==> config.mk <==
export PLATFORM = sky130hd
export DESIGN_NAME = seg7_display_arbiter
export DESIGN_NICKNAME = d
export VERILOG_FILES = /design/src/rtl/seg7_pkg.sv /design/src/rtl/seg7_rr_pick.sv /design/src/rtl/seg7_display_arbiter.sv
export SDC_FILE = /design/constraint.sdc
export NUM_CORES = 1
export LEC_CHECK = 0
export ABC_AREA = 1
export BUFFER_PORTS_ARGS = -buffer_cell sky130_fd_sc_hd__buf_4
export CORE_UTILIZATION = 43
export CTS_CLUSTER_DIAMETER = 80
export DETAILED_ROUTE_END_ITERATION = 10
export PLACE_DENSITY_LB_ADDON = 0.3
export SKIP_CTS_REPAIR_TIMING = 1
export SYNTH_ARGS = -nofsm -noshare
export SYNTH_HDL_FRONTEND = slang
export SYNTH_HIERARCHICAL = 1
export SYNTH_SLANG_ARGS = --single-unit
==> constraint.sdc <==
create_clock -name clk -period 2.55 [get_ports clk]
set_clock_uncertainty 0.05 [all_clocks]
set_input_delay 0.51 -clock clk [delete_from_list [all_inputs] [get_ports clk]]
set_output_delay 0.51 -clock clk [all_outputs]
set_load 0.03 [all_outputs]
==> src/rtl/seg7_pkg.sv <==
// Shared definitions for the 7-segment display subsystem (arbiter and driver).
package seg7_pkg;

  // Arbiter ownership state.
  typedef enum logic [0:0] {
    IDLE  = 1'b0,
    OWNED = 1'b1
  } seg7_state_e;

  // Display width in hex digits; the driver is built with the same value.
  localparam int unsigned SEG7_WIDTH_NIBBLES = 6;

endpackage

==> src/rtl/seg7_rr_pick.sv <==
// Combinational round-robin picker: first requester after `last`, wrapping,
// optionally skipping one index (the current owner during a forced handoff).
module seg7_rr_pick #(
  parameter int unsigned NUM_CLIENTS = 4,
  parameter int unsigned IDX_W       = $clog2(NUM_CLIENTS)
) (
  input  logic [NUM_CLIENTS-1:0] req,
  input  logic [IDX_W-1:0]       last,
  input  logic                   exclude_valid,
  input  logic [IDX_W-1:0]       exclude_idx,
  output logic                   winner_valid,
  output logic [IDX_W-1:0]       winner_idx
);

  // Scan last+1 .. last+NUM_CLIENTS; the final offset lands back on `last`
  // so a lone requester that was granted last time can still win.
  always_comb begin
    int unsigned    cand;
    logic [IDX_W-1:0] cand_idx;
    cand         = 0;
    cand_idx     = '0;
    winner_valid = 1'b0;
    winner_idx   = '0;
    for (int unsigned off = 1; off <= NUM_CLIENTS; off++) begin
      cand     = (int'(last) + off) % NUM_CLIENTS;
      cand_idx = IDX_W'(cand);
      if (!winner_valid && req[cand_idx] && !(exclude_valid && (exclude_idx == cand_idx))) begin
        winner_valid = 1'b1;
        winner_idx   = cand_idx;
      end
    end
  end

endmodule

==> src/rtl/seg7_display_arbiter.sv <==
// Shares one 7-segment driver between several clients: round-robin grant with
// a minimum hold time, registered forwarding of the owner's data and masks.
module seg7_display_arbiter
  import seg7_pkg::*;
#(
  parameter int unsigned NUM_CLIENTS   = 4,
  parameter int unsigned WIDTH_NIBBLES = SEG7_WIDTH_NIBBLES,
  parameter int unsigned HOLD_CYCLES   = 390625
) (
  input  logic                                   clk,
  input  logic                                   reset_n,
  input  logic [NUM_CLIENTS-1:0]                 req,
  input  logic [NUM_CLIENTS*WIDTH_NIBBLES*4-1:0] client_data,
  input  logic [NUM_CLIENTS*WIDTH_NIBBLES-1:0]   client_digit_enable,
  input  logic [NUM_CLIENTS*WIDTH_NIBBLES-1:0]   client_dp_enable,
  output logic [NUM_CLIENTS-1:0]                 grant,
  output logic [WIDTH_NIBBLES*4-1:0]             data,
  output logic [WIDTH_NIBBLES-1:0]               digit_enable,
  output logic [WIDTH_NIBBLES-1:0]               decimal_point_enable
);

  localparam int unsigned IDX_W = $clog2(NUM_CLIENTS);
  localparam int unsigned CNT_W = $clog2(HOLD_CYCLES) + 1;
  localparam int unsigned DW    = WIDTH_NIBBLES * 4;
  localparam int unsigned MW    = WIDTH_NIBBLES;

  localparam logic [CNT_W-1:0] HoldLoad = CNT_W'(HOLD_CYCLES - 1);
  localparam logic [IDX_W-1:0] LastRst  = IDX_W'(NUM_CLIENTS - 1);

  seg7_state_e      state_q, state_d;
  logic [IDX_W-1:0] owner_q, owner_d;
  logic [IDX_W-1:0] last_q, last_d;
  logic [CNT_W-1:0] hold_cnt_q, hold_cnt_d;

  logic             pick_valid;
  logic [IDX_W-1:0] pick_idx;

  logic [NUM_CLIENTS-1:0] grant_d;
  logic [DW-1:0]          data_d;
  logic [MW-1:0]          digit_enable_d;
  logic [MW-1:0]          dp_enable_d;

  // Excluding the owner is only needed on expiry; on release its req is
  // already low, so one picker instance serves every transition.
  seg7_rr_pick #(
    .NUM_CLIENTS (NUM_CLIENTS),
    .IDX_W       (IDX_W)
  ) u_rr_pick (
    .req           (req),
    .last          (last_q),
    .exclude_valid (state_q == OWNED),
    .exclude_idx   (owner_q),
    .winner_valid  (pick_valid),
    .winner_idx    (pick_idx)
  );

  // Ownership FSM next state: grant, release/handoff, hold countdown.
  always_comb begin
    state_d    = state_q;
    owner_d    = owner_q;
    last_d     = last_q;
    hold_cnt_d = hold_cnt_q;
    unique case (state_q)
      IDLE: begin
        if (pick_valid) begin
          state_d    = OWNED;
          owner_d    = pick_idx;
          last_d     = pick_idx;
          hold_cnt_d = HoldLoad;
        end
      end
      OWNED: begin
        if (!req[owner_q]) begin
          // Release wins over expiry and is honoured at any counter value.
          if (pick_valid) begin
            owner_d    = pick_idx;
            last_d     = pick_idx;
            hold_cnt_d = HoldLoad;
          end else begin
            state_d = IDLE;
          end
        end else if (hold_cnt_q != '0) begin
          hold_cnt_d = hold_cnt_q - CNT_W'(1);
        end else if (pick_valid) begin
          owner_d    = pick_idx;
          last_d     = pick_idx;
          hold_cnt_d = HoldLoad;
        end
      end
      default: state_d = IDLE;
    endcase
  end

  // Output selection follows the owner being granted at this edge, so grant
  // and displayed content switch together.
  always_comb begin
    grant_d        = '0;
    data_d         = '0;
    digit_enable_d = '0;
    dp_enable_d    = '0;
    if (state_d == OWNED) begin
      for (int unsigned i = 0; i < NUM_CLIENTS; i++) begin
        if (owner_d == IDX_W'(i)) begin
          grant_d[i]     = 1'b1;
          data_d         = client_data[i*DW +: DW];
          digit_enable_d = client_digit_enable[i*MW +: MW];
          dp_enable_d    = client_dp_enable[i*MW +: MW];
        end
      end
    end
  end

  // State, counter and registered driver outputs.
  always_ff @(posedge clk or negedge reset_n) begin
    if (!reset_n) begin
      state_q              <= IDLE;
      owner_q              <= '0;
      last_q               <= LastRst;
      hold_cnt_q           <= '0;
      grant                <= '0;
      data                 <= '0;
      digit_enable         <= '0;
      decimal_point_enable <= '0;
    end else begin
      state_q              <= state_d;
      owner_q              <= owner_d;
      last_q               <= last_d;
      hold_cnt_q           <= hold_cnt_d;
      grant                <= grant_d;
      data                 <= data_d;
      digit_enable         <= digit_enable_d;
      decimal_point_enable <= dp_enable_d;
    end
  end

endmodule

# After elaboration in Yosys (flattened, before gate mapping)
# Cells that the tools add are included.
classes:
  div_mod_pow: 0
  shift: 0
  n_eq_ne: 8
  n_mux: 53
  n_reduce_logical: 20
  n_lt_le_gt_ge: 5
  addsub: 5
  n_bitwise: 1
  mul: 0
ops:
  columns: ["op", "n"]
  rows:
  - ["24-bit two-way mux", 5]
  - ["20-bit two-way mux", 3]
  - ["6-bit two-way mux", 10]
  - ["20-bit one-hot mux with 2 select lines", 1]
  - ["2-bit two-way mux", 10]
  - ["20-bit nonzero test", 1]
  - ["20-bit by 1-bit subtractor with 20-bit output, second input constant", 1]
  - ["2-bit by 3-bit less-than comparator with 1-bit output, second input constant", 5]
  - ["1-bit two-way mux", 15]
  - ["1-bit logical AND", 11]
  - ["1-bit binary-select mux with 2-bit select", 5]
  - ["2-bit equality test", 4]
  - ["2-bit one-hot mux with 2 select lines", 2]
  - ["1-bit zero test", 7]
  - ["2-bit by 1-bit adder with 2-bit output, second input constant", 2]
  - ["2-bit adder, second input constant", 2]
  - ["2-bit equality test, second input constant", 2]
  - ["4-bit two-way mux", 1]
  - ["3-bit != test, second input constant", 1]
  - ["2-bit by 1-bit equality test with 1-bit output, second input constant", 1]
  - ["2-bit zero test", 1]
  - ["1-bit one-hot mux with 2 select lines", 1]
  - ["1-bit NOT", 1]
word_totals:
  mem_count: 0
  latch_bits: 0
  ff_bits: 65
  mem_bits_rw: 0
  word_cells: 100
  rom_bits: 0

# Logic depth before layout (Yosys ltp)
logic_depth:
  word_depth: 28
  ltp_mapped: 21
  ltp_nobuf: 19

# Cells and area by module
# Netlist, hierarchy kept.
modules_own_cells:
  columns: ["module", "area_per_inst_um2", "seq_area_each_um2", "cells_per_inst", "n_inst"]
  rows:
  - ["seg7_display_arbiter", 3990.1, 1629.1, 575, 1]
  - ["seg7_rr_pick", 432.9, 0.0, 80, 1]

# Worst setup path after synthesis
# Ideal clock, no wire load.
synth_timing:
  path_type: "flip-flop to flip-flop"
  start: "register last_q[1]"
  end: "register data[22]"
  setup_slack_ns: 0.115
  synth_period_minus_slack_ns: 2.435
  setup_time_ns: 0.124
  path_stages_with_launch: 21
  t_required_ns: 2.376
  n_path_buf: 3
  arrival_time_ns: 2.262
  cell_sequence: "dfstp_2 buf_4 inv_4 nand2_2 nand2_2 nand2_1 nand2_1 nand2_4 nand2_2 nor2_4 nand2_1 nand2_1 nand2_2 nand2_2 nand2_2 buf_6 nor2_8 buf_6 nand2_1 nand2_1 o21bai_1"
synth_between:
  elab_chain_len: 28
  elab_cells_between_ends: 58
  cone_classes: "4 x add/sub; 7 x eq/ne; 28 x mux; 19 x reduce/logical"
synth_rtl:
  columns: ["element", "line_no", "text"]
  rows:
  - ["from (decl)", "seg7_display_arbiter.sv:32", "logic [IDX_W-1:0] last_q, last_d;"]
  - ["from (signal assigned)", "seg7_display_arbiter.sv:118", "last_q <= LastRst;"]
  - ["from (signal assigned)", "seg7_display_arbiter.sv:127", "last_q <= last_d;"]
  - ["2-bit by 1-bit adder with 2-bit output", "seg7_rr_pick.sv:25", "cand = (int'(last) + off) % NUM_CLIENTS;"]
  - ["2-bit equality test", "seg7_rr_pick.sv:27", "if (!winner_valid && req[cand_idx] && !(exclude_valid && (exclude_idx == cand_idx))) begin"]
  - ["1-bit logical AND", "seg7_rr_pick.sv:27", null]
  - ["1-bit zero test", "seg7_rr_pick.sv:27", null]
  - ["1-bit logical AND", "seg7_rr_pick.sv:27", null]
  - ["1-bit two-way mux", "seg7_rr_pick.sv:27", null]
  - ["1-bit zero test", "seg7_rr_pick.sv:27", null]
  - ["1-bit logical AND (2 in series)", "seg7_rr_pick.sv:27", null]
  - ["[... 9 more ...]", null, null]
  - ["via pick_valid", "seg7_display_arbiter.sv:35", "logic pick_valid;"]
  - ["2-bit two-way mux", "seg7_display_arbiter.sv:65, seg7_display_arbiter.sv:75, seg7_display_arbiter.sv:84", null]
  - ["2-bit two-way mux", "seg7_display_arbiter.sv:82", "end else if (hold_cnt_q != '0) begin"]
  - ["2-bit two-way mux", "seg7_display_arbiter.sv:73", "if (!req[owner_q]) begin"]
  - ["2-bit one-hot mux with 2 select lines", "seg7_display_arbiter.sv:63", "unique case (state_q)"]
  - ["2-bit zero test", "seg7_display_arbiter.sv:103", "if (owner_d == IDX_W'(i)) begin"]
  - ["24-bit two-way mux (4 in series)", "seg7_display_arbiter.sv:103", null]
  - ["24-bit two-way mux *", "seg7_display_arbiter.sv:101", "if (state_d == OWNED) begin"]
  - ["via data_d[22]", "seg7_display_arbiter.sv:39", "logic [DW-1:0] data_d;"]
  - ["to (signal assigned)", "seg7_display_arbiter.sv:130", "data <= data_d;"]
  - ["to (decl)", "seg7_display_arbiter.sv:17", "output logic [WIDTH_NIBBLES*4-1:0] data,"]
# Mark *: on every way through the listed nets, which the timed path passes. The rest lies on a longest branch. The select of a mux whose other input is x is not followed.
# A chain may end at the register's enable or synchronous reset.

# Worst setup path in the final report
layout_timing:
  start: "register last_q[1]"
  end: "register digit_enable[4]"
layout_between:
  elab_chain_len: 28
  elab_cells_between_ends: 58
  cone_classes: "4 x add/sub; 7 x eq/ne; 28 x mux; 19 x reduce/logical"
layout_rtl:
  columns: ["element", "line_no", "text"]
  rows:
  - ["2-bit by 1-bit adder with 2-bit output", "seg7_rr_pick.sv:25", null]
  - ["2-bit equality test", "seg7_rr_pick.sv:27", null]
  - ["1-bit logical AND", "seg7_rr_pick.sv:27", null]
  - ["1-bit zero test", "seg7_rr_pick.sv:27", null]
  - ["1-bit logical AND", "seg7_rr_pick.sv:27", null]
  - ["1-bit two-way mux", "seg7_rr_pick.sv:27", null]
  - ["1-bit zero test", "seg7_rr_pick.sv:27", null]
  - ["1-bit logical AND (2 in series)", "seg7_rr_pick.sv:27", null]
  - ["[... 9 more ...]", null, null]
  - ["via pick_valid", "seg7_display_arbiter.sv:35", null]
  - ["2-bit two-way mux", "seg7_display_arbiter.sv:65, seg7_display_arbiter.sv:75, seg7_display_arbiter.sv:84", null]
  - ["2-bit two-way mux", "seg7_display_arbiter.sv:82", null]
  - ["2-bit two-way mux", "seg7_display_arbiter.sv:73", null]
  - ["2-bit one-hot mux with 2 select lines", "seg7_display_arbiter.sv:63", null]
  - ["2-bit zero test", "seg7_display_arbiter.sv:103", null]
  - ["6-bit two-way mux (4 in series)", "seg7_display_arbiter.sv:103", null]
  - ["6-bit two-way mux *", "seg7_display_arbiter.sv:101", null]
  - ["via digit_enable_d[4]", "seg7_display_arbiter.sv:40", "logic [MW-1:0] digit_enable_d;"]
  - ["to (signal assigned)", "seg7_display_arbiter.sv:131", "digit_enable <= digit_enable_d;"]
  - ["to (decl)", "seg7_display_arbiter.sv:18", "output logic [WIDTH_NIBBLES-1:0] digit_enable,"]
# Marks and branches as above.

==> metrics.md <==
| Metric | Value |
|---|---|
| Area delta synth->final | `50.0%` |
| IO Count | `190` |
| Sequential cell area fraction in the yosys report | `36.8%` |
| Commonest non-fill, non-tap cells in the layout | `buf_4 (221), nand2_1 (214), inv_1 (87)` |
| DR WL/cell | `roughly 14 µm` |
| Status | `finished with violations` |
| CP arrival | `around 2800 ps` |
| CP max FO | `7` |
| Worst slew pin tran | `slightly above 800 ps` |
| Number of flops mapped to enable cells by yosys | `0` |
| ANT cells | `0` |
| HP Class | `input pin to asynchronous set/reset pin` |
| DR DRC count | `0` |
| Root Buffer | `clkbuf_8` |
| CP Capture Type | `register` |
| Top_reg_cell synth | `dfrtp_1` |
| Startpoint Class | `register` |
| Period Utilization, post-route | `103%` |
| Failing checks | `negative setup slack` |
| Warnings, synthesis | `6` |
| Chip Width | `slightly above 100 µm` |
| Vias | `5052` |
| Max cap viols | `0` |
| Critical path class | `register to register` |
| F_max | `roughly 380 MHz` |
| Largest net degree at the start of global routing | `66` |
| Setup ws final | `-80.0 ps` |
| Initial Util | `about 45%` |
| Rel. slew slack | `45.7%` |
| Core Rows | `36` |
| Post-DP HPWL | `between 10000 and 15000 µm` |
| Nets | `between 1000 and 1500` |
| Worst-path clk slew | `about 80 ps` |
| Full die area | `around 11000 µm²` |
| Synthesized Nets | `~810` |
| DP Area | `6130 µm²` |
| Final Hold Slack | `about 190 ps` |
| Gr usage total | `between 20% and 30%` |
| Core area | `~10000 µm²` |
| H-tree lvl count | `3` |
| Gr ovfl total | `0` |
| Most common cell after layout, fill and taps aside | `buf_4` |
| Yosys reg bits | `between 60 and 70` |
| Drt pass-1 iters | `5` |
| DR vias/cell | `between 4 and 5` |
| CTS tree | `done` |
| First-pass GRT wire length | `21700 µm` |
| Design Area, Final | `roughly 6600 µm²` |
| Fin. max-slew vios | `0` |
| Ys async rst share | `100%` |
| Final WL | `14200 µm` |
| Layout cell share with drive strength beyond 1 | `35.5%` |
| Clock tree sinks | `65` |
| Initial antenna violation count | `0` |
| RSZ-0062 raised after global routing | `yes` |
| Final TNS setup | `-566 ps` |
| Die Y-Extent | `about 100 µm` |
| Fin crit period | `2630 ps` |
| Mapped Cells | `between 600 and 700` |
| # setup viols final | `16` |
| TritonCTS buffer count | `9` |
| Clock Latency Late Sink | `roughly 350 ps` |
| Hold Fails Final Rpt | `0` |
| Syn Area/Cell | `6.75 µm²` |
| Post-synthesis cell area | `approximately 4400 µm²` |
| Gpl congestion | `roughly 0.87` |
| Worst path required time | `2730 ps` |
| IO Port Bufs | `roughly 190` |
| Max clock buf depth | `2` |
| Vias in the first global route | `about 4900` |
| Initial drt markers | `about 240` |
| ANT nets after route | `0` |
| Yosys cell types | `40` |
-- worst max-delay path, stage by stage, from the launching register on --
cell     delay, ps
dfstp_2        640
buf_4          150
nand2_2         60
nand2_2        100
nand3_1         90
nand2_2        100
nand2_4         60
nand2_2         70
nor2_4          50
nand2_1         70
nand2_2        100
buf_4          160
nand3_4        130
nand2_4        140
buf_12         170
nor2_4         180
nand2_1         70
nand2_1         70
o21ai_1         60
-- flip-flops by register name, indices dropped and copies added (netlist names) --
signal	cells
grant	4
data	24
state_q	1
hold_cnt_q	20
last_q	2
digit_enable	6
decimal_point_enable	6
owner_q	2
-- layout make-up --
type | instances | area, µm²
Multi-Input combinational cell | 478 | 2430
Clock buffer | 9 | 124
Inverter | 92 | 365
Sequential cell | 65 | 1630
Timing Repair Buffer | 230 | 1830
Tap cell | 133 | 166
Clock inverter | 7 | 98.8
Fill cell | 799 | 3230
-- path summary, 6_finish.rpt --
| check | endpoint | start | cells past startpoint | slack (ps) |
|---|---|---|---|---|
| max | digit_enable[4]$_DFF_PN0_ | last_q[1]$_DFFE_PN1P_ | 18 | -80 |
| max in group asynchronous | data[20]$_DFF_PN0_ | reset_n | 1 | 1710 |
| min in group clk | decimal_point_enable[2]$_DFF_PN0_ | client_dp_enable[20] | 3 | 310 |
| max reg2reg | digit_enable[4]$_DFF_PN0_ | last_q[1]$_DFFE_PN1P_ | 18 | -80 |
| min | data[19]$_DFF_PN0_ | reset_n | 1 | 190 |
| min reg2reg | hold_cnt_q[0]$_DFF_PN0_ | hold_cnt_q[0]$_DFF_PN0_ | 1 | 460 |
-- per-layer routing --
layer | up-vias | share of wire (%) | GRT usage, %
li1 | 2479 | - | -
met1 | 2309 | 39 | 31.4
met2 | 221 | 51 | 46.0
met3 | 43 | 6.3 | 4.91
met4 | 0 | 3.3 | 11.7
met5 | - | 0 | 0
-- logic make-up after synthesis --
logic type / Yosys count / synth area share, %
flip-flops: 65 / 36.8
multiplexers: 1 / 0.226
buffers and inverters: 117 / 11.4
adder cells (fa/ha/maj): 2 / 0.566
AND/OR/NAND/NOR: 391 / 41.0
AO/OA/AOI/OAI: 76 / 9.42
XOR/XNOR: 3 / 0.594
-- synth_stat cells (2+ instances only) --
library cell	instances	area, µm²
nand2_2	12	75.1
a21oi_1	17	85.1
o21ai_0	35	175
buf_4	4	30.0
dfstp_2	2	52.6
clkbuf_1	4	15.0
nor3_1	8	40.0
inv_2	4	15.0
buf_6	4	45.0
nand2_4	6	67.6
nand3_2	3	30.0
nor2_1	56	210
o21ai_1	13	65.1
inv_1	87	327
nor2_2	14	87.6
dfrtp_1	63	1580
nand2_1	220	826
nand3b_1	2	15.0
xor2_1	2	17.5
nand2_8	2	40.0
nor2_4	3	33.8
o211ai_1	2	15.0
nand3_1	57	285
buf_2	13	65.1
nand4_1	4	25.0
nor2_8	3	60.1
ha_1	2	25.0
-- stage by stage --
stage	cells	util (%)	setup WS, ps
after floorplan	655	-	115
after global placement	986	62.2	-51.4
after detailed placement	986	62.2	-121
after CTS	1002	64.4	-134
after global routing	1014	67.3	-208
final	1014	67.3	-80.0
Power is left out: the tool's default activity adds up to more than one toggle a clock period on the data nets, which glitch-free logic cannot reach.
